## config.mk

```make
export PLATFORM = sky130hd
export DESIGN_NAME = sprite_move_ctrl
export DESIGN_NICKNAME = d
export VERILOG_FILES = /design/src/rtl/sprite_move_pkg.sv /design/src/rtl/sprite_move_ch.sv /design/src/rtl/sprite_move_ctrl.sv
export SDC_FILE = /design/constraint.sdc
export NUM_CORES = 1
export LEC_CHECK = 0
export BUFFER_PORTS_ARGS = -buffer_cell sky130_fd_sc_hd__buf_2
export CAP_MARGIN = 10
export CORE_UTILIZATION = 30
export DETAILED_ROUTE_END_ITERATION = 10
export SLEW_MARGIN = 20
export SYNTH_ARGS = -nofsm -noshare
export SYNTH_HDL_FRONTEND = slang
export SYNTH_SLANG_ARGS = --single-unit
```

## constraint.sdc

```tcl
create_clock -name clk -period 7.45 [get_ports clk]
set_input_delay 1.1175 -clock clk [delete_from_list [all_inputs] [get_ports clk]]
set_output_delay 1.1175 -clock clk [all_outputs]
set_load 0.05 [all_outputs]
```

## src/rtl/sprite_move_pkg.sv

```systemverilog
// sprite_move_pkg: direction codes and the coordinate-step helper shared by the sprite movers.
package sprite_move_pkg;
  localparam logic [2:0] DIR_DEFAULT = 3'b000;
  localparam logic [2:0] DIR_RIGHT   = 3'b001;
  localparam logic [2:0] DIR_DOWN    = 3'b010;
  localparam logic [2:0] DIR_UP      = 3'b011;
  localparam logic [2:0] DIR_LEFT    = 3'b100;
  typedef struct packed {
    logic [31:0] val;
    logic        hit;
  } coord_t;
  // Wide int arithmetic cannot overflow for any legal coordinate width.
  function automatic coord_t next_coord(input int v, input logic dec, input int step,
                                        input int lim, input logic wrap);
    int s;
    coord_t r;
    s = dec ? v - step : v + step;
    r.hit = dec ? (v < step) : (s > lim);
    r.val = !r.hit ? s : wrap ? (dec ? s + lim + 1 : s - lim - 1) : (dec ? 0 : lim);
    return r;
  endfunction
endpackage

```

## src/rtl/sprite_move_ch.sv

```systemverilog
// sprite_move_ch: one sprite channel - direction FSM, X/Y position registers and edge flag.
module sprite_move_ch
  import sprite_move_pkg::*;
#(
  parameter int X_W    = 10,
  parameter int Y_W    = 9,
  parameter int X_MAX  = 639,
  parameter int Y_MAX  = 479,
  parameter int STEP   = 4,
  parameter int WRAP   = 0,
  parameter int X_INIT = 320,
  parameter int Y_INIT = 240
) (
  input  logic           clk,
  input  logic           reset,
  input  logic           frame_tick_i,
  input  logic           left_i,
  input  logic           right_i,
  input  logic           up_i,
  input  logic           down_i,
  input  logic           load_i,
  input  logic [X_W-1:0] load_x_i,
  input  logic [Y_W-1:0] load_y_i,
  output logic [2:0]     dir_o,
  output logic [X_W-1:0] pos_x_o,
  output logic [Y_W-1:0] pos_y_o,
  output logic           edge_hit_o
);
  localparam logic [X_W-1:0] XM = X_W'(X_MAX);
  localparam logic [Y_W-1:0] YM = Y_W'(Y_MAX);
  logic [2:0]     dir_q, dir_d, sel;
  logic [3:0]     req;
  logic [X_W-1:0] x_q, x_d;
  logic [Y_W-1:0] y_q, y_d;
  logic           hit_q, hit_d, mv_x, mv_y;
  coord_t         xs, ys;
  logic           unused_bits;
  assign req = {left_i, right_i, up_i, down_i};
  assign sel = left_i ? DIR_LEFT : right_i ? DIR_RIGHT : up_i ? DIR_UP : DIR_DOWN;
  assign mv_x = (dir_q == DIR_LEFT) || (dir_q == DIR_RIGHT);
  assign mv_y = (dir_q == DIR_UP) || (dir_q == DIR_DOWN);
  assign xs = next_coord(int'(x_q), dir_q == DIR_LEFT, STEP, X_MAX, WRAP != 0);
  assign ys = next_coord(int'(y_q), dir_q == DIR_UP, STEP, Y_MAX, WRAP != 0);
  assign unused_bits = ^{xs.val[31:X_W], ys.val[31:Y_W]};
  always_comb begin
    dir_d = (req == 4'b0) ? DIR_DEFAULT : $onehot(req) ? sel :
            (dir_q > DIR_LEFT) ? DIR_DEFAULT : dir_q;
    x_d   = x_q;
    y_d   = y_q;
    hit_d = 1'b0;
    if (load_i) begin
      x_d = (load_x_i > XM) ? XM : load_x_i;
      y_d = (load_y_i > YM) ? YM : load_y_i;
    end else if (frame_tick_i) begin
      x_d   = mv_x ? X_W'(xs.val) : x_q;
      y_d   = mv_y ? Y_W'(ys.val) : y_q;
      hit_d = (mv_x && xs.hit) || (mv_y && ys.hit);
    end
  end
  always_ff @(posedge clk or posedge reset) begin
    if (reset) begin
      dir_q <= DIR_DEFAULT;
      x_q   <= X_W'(X_INIT);
      y_q   <= Y_W'(Y_INIT);
      hit_q <= 1'b0;
    end else begin
      dir_q <= dir_d;
      x_q   <= x_d;
      y_q   <= y_d;
      hit_q <= hit_d;
    end
  end
  assign dir_o      = dir_q;
  assign pos_x_o    = x_q;
  assign pos_y_o    = y_q;
  assign edge_hit_o = hit_q;
endmodule

```

## src/rtl/sprite_move_ctrl.sv

```systemverilog
// sprite_move_ctrl: N_CH independent sprite movers with packed direction/position outputs.
module sprite_move_ctrl
  import sprite_move_pkg::*;
#(
  parameter int N_CH   = 2,
  parameter int X_W    = 10,
  parameter int Y_W    = 9,
  parameter int X_MAX  = 639,
  parameter int Y_MAX  = 479,
  parameter int STEP   = 4,
  parameter int WRAP   = 0,
  parameter int X_INIT = 320,
  parameter int Y_INIT = 240
) (
  input  logic                clk,
  input  logic                reset,
  input  logic                frame_tick,
  input  logic [N_CH-1:0]     left,
  input  logic [N_CH-1:0]     right,
  input  logic [N_CH-1:0]     up,
  input  logic [N_CH-1:0]     down,
  input  logic [N_CH-1:0]     load,
  input  logic [X_W-1:0]      load_x,
  input  logic [Y_W-1:0]      load_y,
  output logic [3*N_CH-1:0]   dataout,
  output logic [X_W*N_CH-1:0] pos_x,
  output logic [Y_W*N_CH-1:0] pos_y,
  output logic [N_CH-1:0]     edge_hit
);
  for (genvar i = 0; i < N_CH; i++) begin : g_ch
    sprite_move_ch #(
      .X_W(X_W), .Y_W(Y_W), .X_MAX(X_MAX), .Y_MAX(Y_MAX), .STEP(STEP),
      .WRAP(WRAP), .X_INIT(X_INIT), .Y_INIT(Y_INIT)
    ) u_ch (
      .clk         (clk),
      .reset       (reset),
      .frame_tick_i(frame_tick),
      .left_i      (left[i]),
      .right_i     (right[i]),
      .up_i        (up[i]),
      .down_i      (down[i]),
      .load_i      (load[i]),
      .load_x_i    (load_x),
      .load_y_i    (load_y),
      .dir_o       (dataout[3*i+:3]),
      .pos_x_o     (pos_x[X_W*i+:X_W]),
      .pos_y_o     (pos_y[Y_W*i+:Y_W]),
      .edge_hit_o  (edge_hit[i])
    );
  end
endmodule

```

==> results of run 1 <==
## state kept, by name, indices dropped and copies added (netlist names)
register and count:
g_ch.u_ch.pos_x_o 20, g_ch.u_ch.pos_y_o 18, g_ch.u_ch.dir_o 6, g_ch.u_ch.edge_hit_o 2
## routing by layer
layer	vias up	track usage, %	share of wire (%)
li1	1839	-	-
met1	1854	23.6	48
met2	133	26.5	45
met3	17	3.23	6.2
met4	0	3.90	1.4
met5	-	0	0
## metrics by stage
| step | hold WS (ns) | area [um^2] | total power [uW] |
|---|---|---|---|
| 5_1_grt | 0.597 | 4410 | 1300 |
| 3_5_place_dp | 0.500 | 4260 | 995 |
| 2_1_floorplan | 0.645 | 3780 | 856 |
| 4_1_cts | 0.518 | 4410 | 1230 |
| 6_report | 0.525 | 4410 | 1220 |
| 3_3_place_gp | 0.489 | 4260 | 988 |
## layout make-up
type / count / area share [%]
multi-input cells: 365 / 54.0
flip-flops and latches: 46 / 26.5
repair buffers: 79 / 9.08
well taps: 168 / 4.77
clock buffers: 7 / 3.24
inverters: 28 / 2.38
clock inverters: 1 / 0.114
## power breakdown
group | total [uW] | internal [uW] | switching (uW)
Sequential | 408 | 306 | 102
Clock | 228 | 133 | 95.2
Combinational | 587 | 186 | 401
## placed cells by master, fill, tap and decap left out, drive strengths merged, types with 3 or more instances in the layout
cell type   n
nor2       33
buf        79
or3        14
and2        5
nor4        6
nor3       21
o21ai      48
mux2i       8
a31oi      10
a22oi       6
nand4       4
o31ai       4
o32ai       3
xor2        7
o22ai      14
ha         18
a22o        3
a31o        4
nand3      14
a21oi      36
nor3b       3
xnor2       9
nand2      39
clkbuf      7
dfstp      12
nand3b      4
o31a        4
or4         4
dfrtp      34
o311ai      3
a211oi      7
or3b        3
inv        27
## final timing paths
path | cells after the start | endpoint | from
worst max-delay path | 7 | g_ch[0].u_ch.pos_x_o[4] | g_ch[0].u_ch.dir_o[1]
worst min-delay path | 2 | g_ch[1].u_ch.pos_y_o[1] | g_ch[1].u_ch.pos_y_o[1]
worst max register to register | 7 | g_ch[0].u_ch.pos_x_o[4] | g_ch[0].u_ch.dir_o[1]
worst min register to register | 2 | g_ch[1].u_ch.pos_y_o[1] | g_ch[1].u_ch.pos_y_o[1]
max in group asynchronous | 3 | g_ch[1].u_ch.pos_y_o[1] | reset
min in group asynchronous | 3 | g_ch[1].u_ch.dir_o[0] | reset
## Yosys cell counts, drive strengths merged, types with 4 or more instances
master | count | area [um^2]
a31oi | 10 | 62.6
buf | 7 | 40.0
o22ai | 14 | 87.6
mux2i | 8 | 80.1
inv | 28 | 105
dfrtp | 34 | 851
or4 | 4 | 30.0
a21oi | 36 | 191
a31o | 4 | 35.0
or3 | 14 | 92.6
nand3b | 4 | 30.0
nor4 | 6 | 52.6
nand2 | 39 | 146
o31ai | 4 | 35.0
a211oi | 7 | 52.6
nand3 | 14 | 70.1
a22oi | 6 | 45.0
xnor2 | 9 | 78.8
xor2 | 7 | 61.3
clkbuf | 24 | 91.3
o21ai | 48 | 240
nand4 | 4 | 25.0
ha | 18 | 225
o31a | 4 | 35.0
and2 | 5 | 31.3
nor3 | 21 | 105
dfstp | 12 | 315
nor2 | 33 | 124
## worst min-delay path, cell delays in order, from the launching register on
cell,delay [ns]
dfrtp_1,0.35
a31oi_1,0.07
o21ai_0,0.06
## logic make-up after synthesis
logic type	after synthesis	synth area share [%]
simple gates	166	23.9
compound gates	155	26.1
buf+inv	59	6.25
flops	46	30.8
fa+ha+maj	20	7.02
xor+xnor	16	3.71
mux	8	2.12
==> results.toml, run 1 <==
[clocking]
cts_resized = 0
clk_path_buf_depth = 2
cts.clk_slew.worst_paths_ns = 0.06
htree_levels = 2
tritoncts = "yes"
clkLatencyLatePin_ns = 0.28
cts_setup_buffers = 0
cts_hold_buf = 0
clock_sinks = 46
numCtsBuffers = 5
cts_root_buf = "clkbuf_16"

[timing]
slew_headroom_pct = 45.4
setup_violations = 0
fmax_mhz = 353
rsz0062_at_grt = "false"
tightest_slew_ns = 0.813
hold_viol = 0
slew_viol_final = 0
fin_setup_tns_ns = 0
worst_slack_ns = 4.61
period_share_pct = 38.1
period_needed_ns = 2.84
fin_worst_skew_ns = 0.00308

[floorplanning]
core_area_um2 = 12200
die_y_um = 114
dieArea_um2 = 13100
pin_count = 78
start_util_pct = 31.1
num_rows = 40
die_w_um = 114

[power_and_ir_drop]
p_per_area_nw_per_um2 = 277
leakagePower_uw = 0.00186
ir_drop_uv = 95.0

[worst_setup_path]
crit_chain = "nor3b_2, nor3_1, a22o_1, a221oi_2, a21oi_4, or3_1, a41oi_2"
slowest_delay_ns = 0.70
worstSetupPathType = "flip-flop to flip-flop"
crit_path_end_kind = "flip-flop"
crit_fanout = 10
critical_path.top_delay_family = "simple AND/OR/NAND/NOR gates"
slowest_stage = "nor3b_2"
cp_num_buf_inv = 0
cp-start-kind = "flip-flop"
r2r_slack_ns = 4.61
cp_data_required_time_ns = 7.66
arrival_ns = 3.04

[synth]
yosysWarnings = 0
synth_cells = 470
syn_nets = 522
ys.flop_type = "dfrtp_1"
synth_seq_cells = 46
yosysSeqAreaShare_pct = 30.8
async_reset_ff_share_pct = 100
yosysUniqueCellTypes = 65
synth.avg_cell_area_um2 = 8.04
synth-edff-count = 0
netlist_area_um2 = 3780

[placement]
gp_congestion = 0.925
dp_worst_setup_slack_ns = 4.45
post-dp-hpwl_um = 8240
place_inst = 686
io_buffers = 77

[global_route]
grt_max_degree = 47
grt-ovfl-total = 0
grt_pass1_wl_um = 17800
antenna_found_initial = 0
grt.total_usage_pct = 16.8
grt_pass1_vias = 3607

[routing]
drt_first_pass_iters = 4
drc = 0
routedWlPerCell_um = 15.5
vias = 3843
first_iter_violations = 226
wl_um = 10800
viasPerCell = 5.54
ant_nets = 0

[finish]
finalCoreUtilization_pct = 36.2
drive_gt1_share_pct = 22.2
diodes = 0
seqCellArea_um2 = 1170
multi_input_area_um2 = 2380
nets = 577
stdcell_count = 694
area.growth.synth_to_final_pct = 16.6
fillerInstances = 1268

[hold_path]
min_path_type = "flip-flop to flip-flop"

[outcome]
status = "finished clean"

[job]
drv_cap = 0
No activity file was read; power rests on OpenSTA's default activity.
==> run 2, diff against run 1 <==
clock period = 2.5 ns   (was 7.45 ns; I/O delays follow)
==> run 2 against run 1 <==
Net effect: register-to-register slack got worse by 4.6 ns; sequential share of layout area shrank 2.6 points; cell area up 13%; combinational power grew to 3.8 times the previous value; non-clock buffer count is 39 higher; sequential cell count unchanged; utilization is 4.6 points higher; routed wire length increased by 12%; clock skew hardly changed; clock-buffer cell count unchanged; sequential power rose to 2.8 times the previous value; global-route usage rose by 1.1 points; critical endpoint unchanged; highest routed layer unchanged.
==> results.toml, run 2 (synthesized netlist as in run 1, its figures left out) <==
[finish]
stdcell_area_um2 = 4960
stdcell_count = 735
multi_input_area_um2 = 2590
layout_commonest_cell = "buf_2"
nets = 618
layout_common_cells = "77 x buf_2, 42 x o21ai_0, 38 x buf_4"
diodes = 0
fillerInstances = 1274
seqCellArea_um2 = 1180
area.growth.synth_to_final_pct = 31.3
drive_gt1_share_pct = 34.6
largest_reg_flops = 20

[clocking]
clkLatencyLatePin_ns = 0.29
cts_root_buf = "clkbuf_16"
clock_sinks = 46
tritoncts = "yes"
numCtsBuffers = 5
cts_hold_buf = 0
clk_path_buf_depth = 2
htree_levels = 2
cts.clk_slew.worst_paths_ns = 0.06

[placement]
postPlaceCellArea_um2 = 4530
dp_worst_setup_slack_ns = -0.0454
place_inst = 716
gp_congestion = 0.922
post-dp-hpwl_um = 8920
io_buffers = 77

[routing]
wl_met2_um = 5550
viasPerCell = 5.50
wl_um = 12100
route.met3.wl_um = 676
drc = 0
routedWlPerCell_um = 16.4
vias = 4041
drt_first_pass_iters = 8
ant_nets = 0
routed.top_layer = "met4"
first_iter_violations = 274
wl_met1_um = 5710

[worst_setup_path]
arrival_ns = 2.68
cp-start-kind = "flip-flop"
worstSetupPathType = "flip-flop to flip-flop"
crit_fanout = 7
ff2ff_path_depth = 7
crit_path_end_kind = "flip-flop"
r2r_slack_ns = 0.03
r2r-start = "g_ch[0].u_ch.dir_o[1]"
cp_data_required_time_ns = 2.71
reg2reg_to = "g_ch[0].u_ch.pos_x_o[4]"

[floorplanning]
start_util_pct = 31.1
dieArea_um2 = 13100
pin_count = 78
num_rows = 40
die_y_um = 114
die_w_um = 114
core_area_um2 = 12200

[timing]
slew_viol_final = 0
period_needed_ns = 2.47
fin_worst_skew_ns = 0.00271
hold_viol = 0
fmax_mhz = 405
tightest_slew_ns = 0.696
hold_ws_ns = 0.129
slew_headroom_pct = 53.6
rsz0062_at_grt = "true"
setup_violations = 0
period_share_pct = 98.8
worst_slack_ns = 0.0304

[job]
drv_cap = 0

[global_route]
grt-ovfl-total = 0
grt_pass1_vias = 3696
grt.total_usage_pct = 17.9
grt_pass1_wl_um = 18700
grt_max_degree = 30
antenna_found_initial = 0

[power_and_ir_drop]
p_per_area_nw_per_um2 = 836
leakagePower_uw = 0.00210
ir_drop_uv = 325

[hold_path]
min_path_type = "input port to asynchronous set/reset pin"

[outcome]
status = "finished clean"
==> run 2: per-stage QoR <==
step           utilization, %  total power, uW  setup TNS (ns)
6_report                 40.8             4150               0
5_1_grt                  40.8             4380          -0.272
4_1_cts                  38.6             3930               0
3_5_place_dp             37.2             3150         -0.0454
3_3_place_gp             37.2             3110               0
2_1_floorplan               -             2590          -0.250
==> run 2: cell type report <==
type                    instances  share of cell area, %
well taps                     168                   4.23
flip-flops and latches         46                   23.8
multi-input cells             367                   52.2
clock buffers                   7                   2.67
clock inverters                 1                  0.605
inverters                      28                   2.12
repair buffers                118                   14.4
==> run 2: critical path, cell delays in order (launching register included) <==
cell	delay [ns]
dfrtp_2	0.45
or3b_4	0.45
a2111oi_1	0.49
a211oi_1	0.16
o31ai_4	0.13
a21oi_4	0.15
or3_4	0.41
a41oi_2	0.15
==> run 2: how the worst max path moves through the flow <==
stage               slack (ns)                    start                      end
finish                    0.03    g_ch[0].u_ch.dir_o[1]  g_ch[0].u_ch.pos_x_o[4]
global placement           0.1  g_ch[1].u_ch.pos_x_o[6]  g_ch[1].u_ch.pos_x_o[6]
CTS                       0.05    g_ch[0].u_ch.dir_o[1]  g_ch[0].u_ch.pos_x_o[1]
detailed placement       -0.05    g_ch[0].u_ch.dir_o[1]  g_ch[0].u_ch.pos_x_o[4]
global route             -0.05    g_ch[0].u_ch.dir_o[1]  g_ch[0].u_ch.pos_x_o[8]
floorplan                -0.06    g_ch[0].u_ch.dir_o[0]  g_ch[0].u_ch.pos_x_o[7]
==> run 2: where the power goes <==
group | internal, uW | total (uW) | leakage [uW] | switching [uW]
Combinational | 798 | 2240 | 0.00151 | 1440
Clock | 474 | 764 | 0.0000781 | 291
Sequential | 923 | 1150 | 0.000514 | 225
==> run 2: repair_timing <==
item / 4_1_cts / 5_1_grt
setup buffers: 0 / 9
pin swaps: 0 / 25
gates resized for setup: 2 / 40
setup endpoints to repair: 3 / 25
gates cloned: 0 / 2
==> run 2: layer usage <==
| layer | global-route usage (%) | up-vias |
|---|---|---|
| li1 | - | 1926 |
| met1 | 25.5 | 1957 |
| met2 | 28.6 | 143 |
| met3 | 2.81 | 15 |
| met4 | 3.64 | 0 |
| met5 | 0 | - |
==> run 3, diff against run 2 <==
clock period = 2.53 ns   (was 2.5 ns; I/O delays follow)
==> run 3 against run 2 <==
Net effect: hold slack got worse by 0.0025 ns; critical endpoint is now g_ch[1].u_ch.pos_x_o[6]; sequential share of layout area grew 0.99 points; cell count decreased by 1.6%; register-to-register slack better by 0.06 ns; clock power is 13% lower; critical path depth grew 1; largest power group unchanged; cell area fell by 4.0%; clock skew up 0.0038 ns; setup slack gained 0.055 ns; die area did not move; clock-buffer cell count is 2 lower; total power shrank 7.2%.
==> results.toml, run 3 (synthesized netlist as in run 1, its figures left out) <==
[clocking]
clk_path_buf_depth = 2
clock_sinks = 46
cts_hold_buf = 0
numCtsBuffers = 5
clkLatencyLatePin_ns = 0.29
cts.clk_slew.worst_paths_ns = 0.07
tritoncts = "yes"
cts_root_buf = "clkbuf_16"
htree_levels = 2

[timing]
hold_viol = 0
slew_headroom_pct = 56.4
fin_worst_skew_ns = 0.00651
period_share_pct = 96.6
period_needed_ns = 2.44
setup_violations = 0
rsz0062_at_grt = "true"
slew_viol_final = 0
tightest_slew_ns = 0.653
worst_slack_ns = 0.0857
fmax_mhz = 409

[routing]
vias = 3970
first_iter_violations = 231
wl_um = 11800
viasPerCell = 5.49
routedWlPerCell_um = 16.3
drc = 0
ant_nets = 0
drt_first_pass_iters = 4

[finish]
layout_commonest_cell = "buf_2"
fillerInstances = 1244
largest_reg_flops = 20
multi_input_area_um2 = 2500
drive_gt1_share_pct = 31.2
seqCellArea_um2 = 1180
area.growth.synth_to_final_pct = 26.0
nets = 606
finalCoreUtilization_pct = 39.2
layout_common_cells = "77 x buf_2, 46 x o21ai_0, 39 x nand2_1"
diodes = 0

[worst_setup_path]
cp_data_required_time_ns = 2.73
crit_chain = "nor3b_4, or4_1, nand2_1, a211oi_2, o32ai_1, buf_4, o21ai_0, a211oi_1"
cp_num_buf_inv = 1
r2r_slack_ns = 0.09
slowest_stage = "or4_1"
reg2reg_to = "g_ch[1].u_ch.pos_x_o[6]"
r2r-start = "g_ch[1].u_ch.dir_o[2]"
ff2ff_path_depth = 8
worstSetupPathType = "flip-flop to flip-flop"
crit_path_end_kind = "flip-flop"
arrival_ns = 2.64
critical_path.top_delay_family = "simple AND/OR/NAND/NOR gates"
cp-start-kind = "flip-flop"
crit_fanout = 8
slowest_delay_ns = 0.49

[placement]
post-dp-hpwl_um = 8930
gp_congestion = 0.912
dp_worst_setup_slack_ns = 0.0253
io_buffers = 77

[hold_path]
min_path_type = "input port to asynchronous set/reset pin"

[floorplanning]
die_w_um = 114
dieArea_um2 = 13100
core_area_um2 = 12200
pin_count = 78
num_rows = 40
start_util_pct = 31.1
die_y_um = 114

[global_route]
grt-ovfl-total = 0
grt_pass1_wl_um = 18600
grt_pass1_vias = 3746
antenna_found_initial = 0
grt_max_degree = 35
grt.total_usage_pct = 17.8

[job]
drv_cap = 0

[power_and_ir_drop]
leakagePower_uw = 0.00201
p_per_area_nw_per_um2 = 808
ir_drop_uv = 532

[outcome]
status = "finished clean"
run 3: worst max path at each step:
stage	end	slack, ns	cells past startpoint	from
3_5_place_dp	g_ch[0].u_ch.pos_y_o[5]	0.03	9	g_ch[0].u_ch.pos_y_o[3]
3_3_place_gp	g_ch[1].u_ch.pos_x_o[8]	0.10	9	g_ch[1].u_ch.pos_x_o[3]
6_report	g_ch[1].u_ch.pos_x_o[6]	0.09	8	g_ch[1].u_ch.dir_o[2]
5_1_grt	g_ch[1].u_ch.pos_y_o[3]	-0.03	9	g_ch[1].u_ch.pos_y_o[3]
2_1_floorplan	g_ch[0].u_ch.pos_x_o[7]	-0.03	8	g_ch[0].u_ch.dir_o[0]
4_1_cts	g_ch[0].u_ch.edge_hit_o	0.0003	9	g_ch[0].u_ch.pos_y_o[3]
run 3: metrics by stage:
| stage | TNS, ns | instances | cell area [um^2] | hold slack [ns] | total power [uW] |
|---|---|---|---|---|---|
| floorplan | -0.0918 | 470 | 3820 | 0.485 | 2550 |
| finish | 0 | 723 | 4760 | 0.126 | 3850 |
| global placement | 0 | 709 | 4470 | 0.450 | 3050 |
| detailed placement | 0 | 709 | 4470 | 0.453 | 3080 |
| CTS | 0 | 717 | 4610 | 0.143 | 3760 |
| global route | -0.0671 | 723 | 4760 | 0.164 | 4080 |
run 3: area by class of cell:
| cell class | count | share of cell area, % |
|---|---|---|
| Multi-Input combinational cell | 367 | 52.6 |
| Sequential cell | 46 | 24.8 |
| Timing Repair Buffer | 106 | 12.9 |
| Tap cell | 168 | 4.41 |
| Clock buffer | 5 | 2.63 |
| Inverter | 28 | 2.21 |
| Clock inverter | 3 | 0.446 |
run 3: repair_timing:
action,CTS,global route
setup buffers,0,4
endpoints found under the setup margin,0,27
gates resized for setup,0,24
run 3: layer usage:
metal	track usage, %	vias up	part of all wire [%]
met5	0	-	0
met4	4.07	0	1.4
met3	2.54	15	5.3
met2	29.5	136	47
met1	24.5	1900	47
li1	-	1919	-
run 3: power breakdown:
part / switching [uW] / leakage [uW] / internal (uW)
sequential: 230 / 0.000514 / 911
combinational: 1350 / 0.00143 / 693
clock: 301 / 0.0000698 / 367
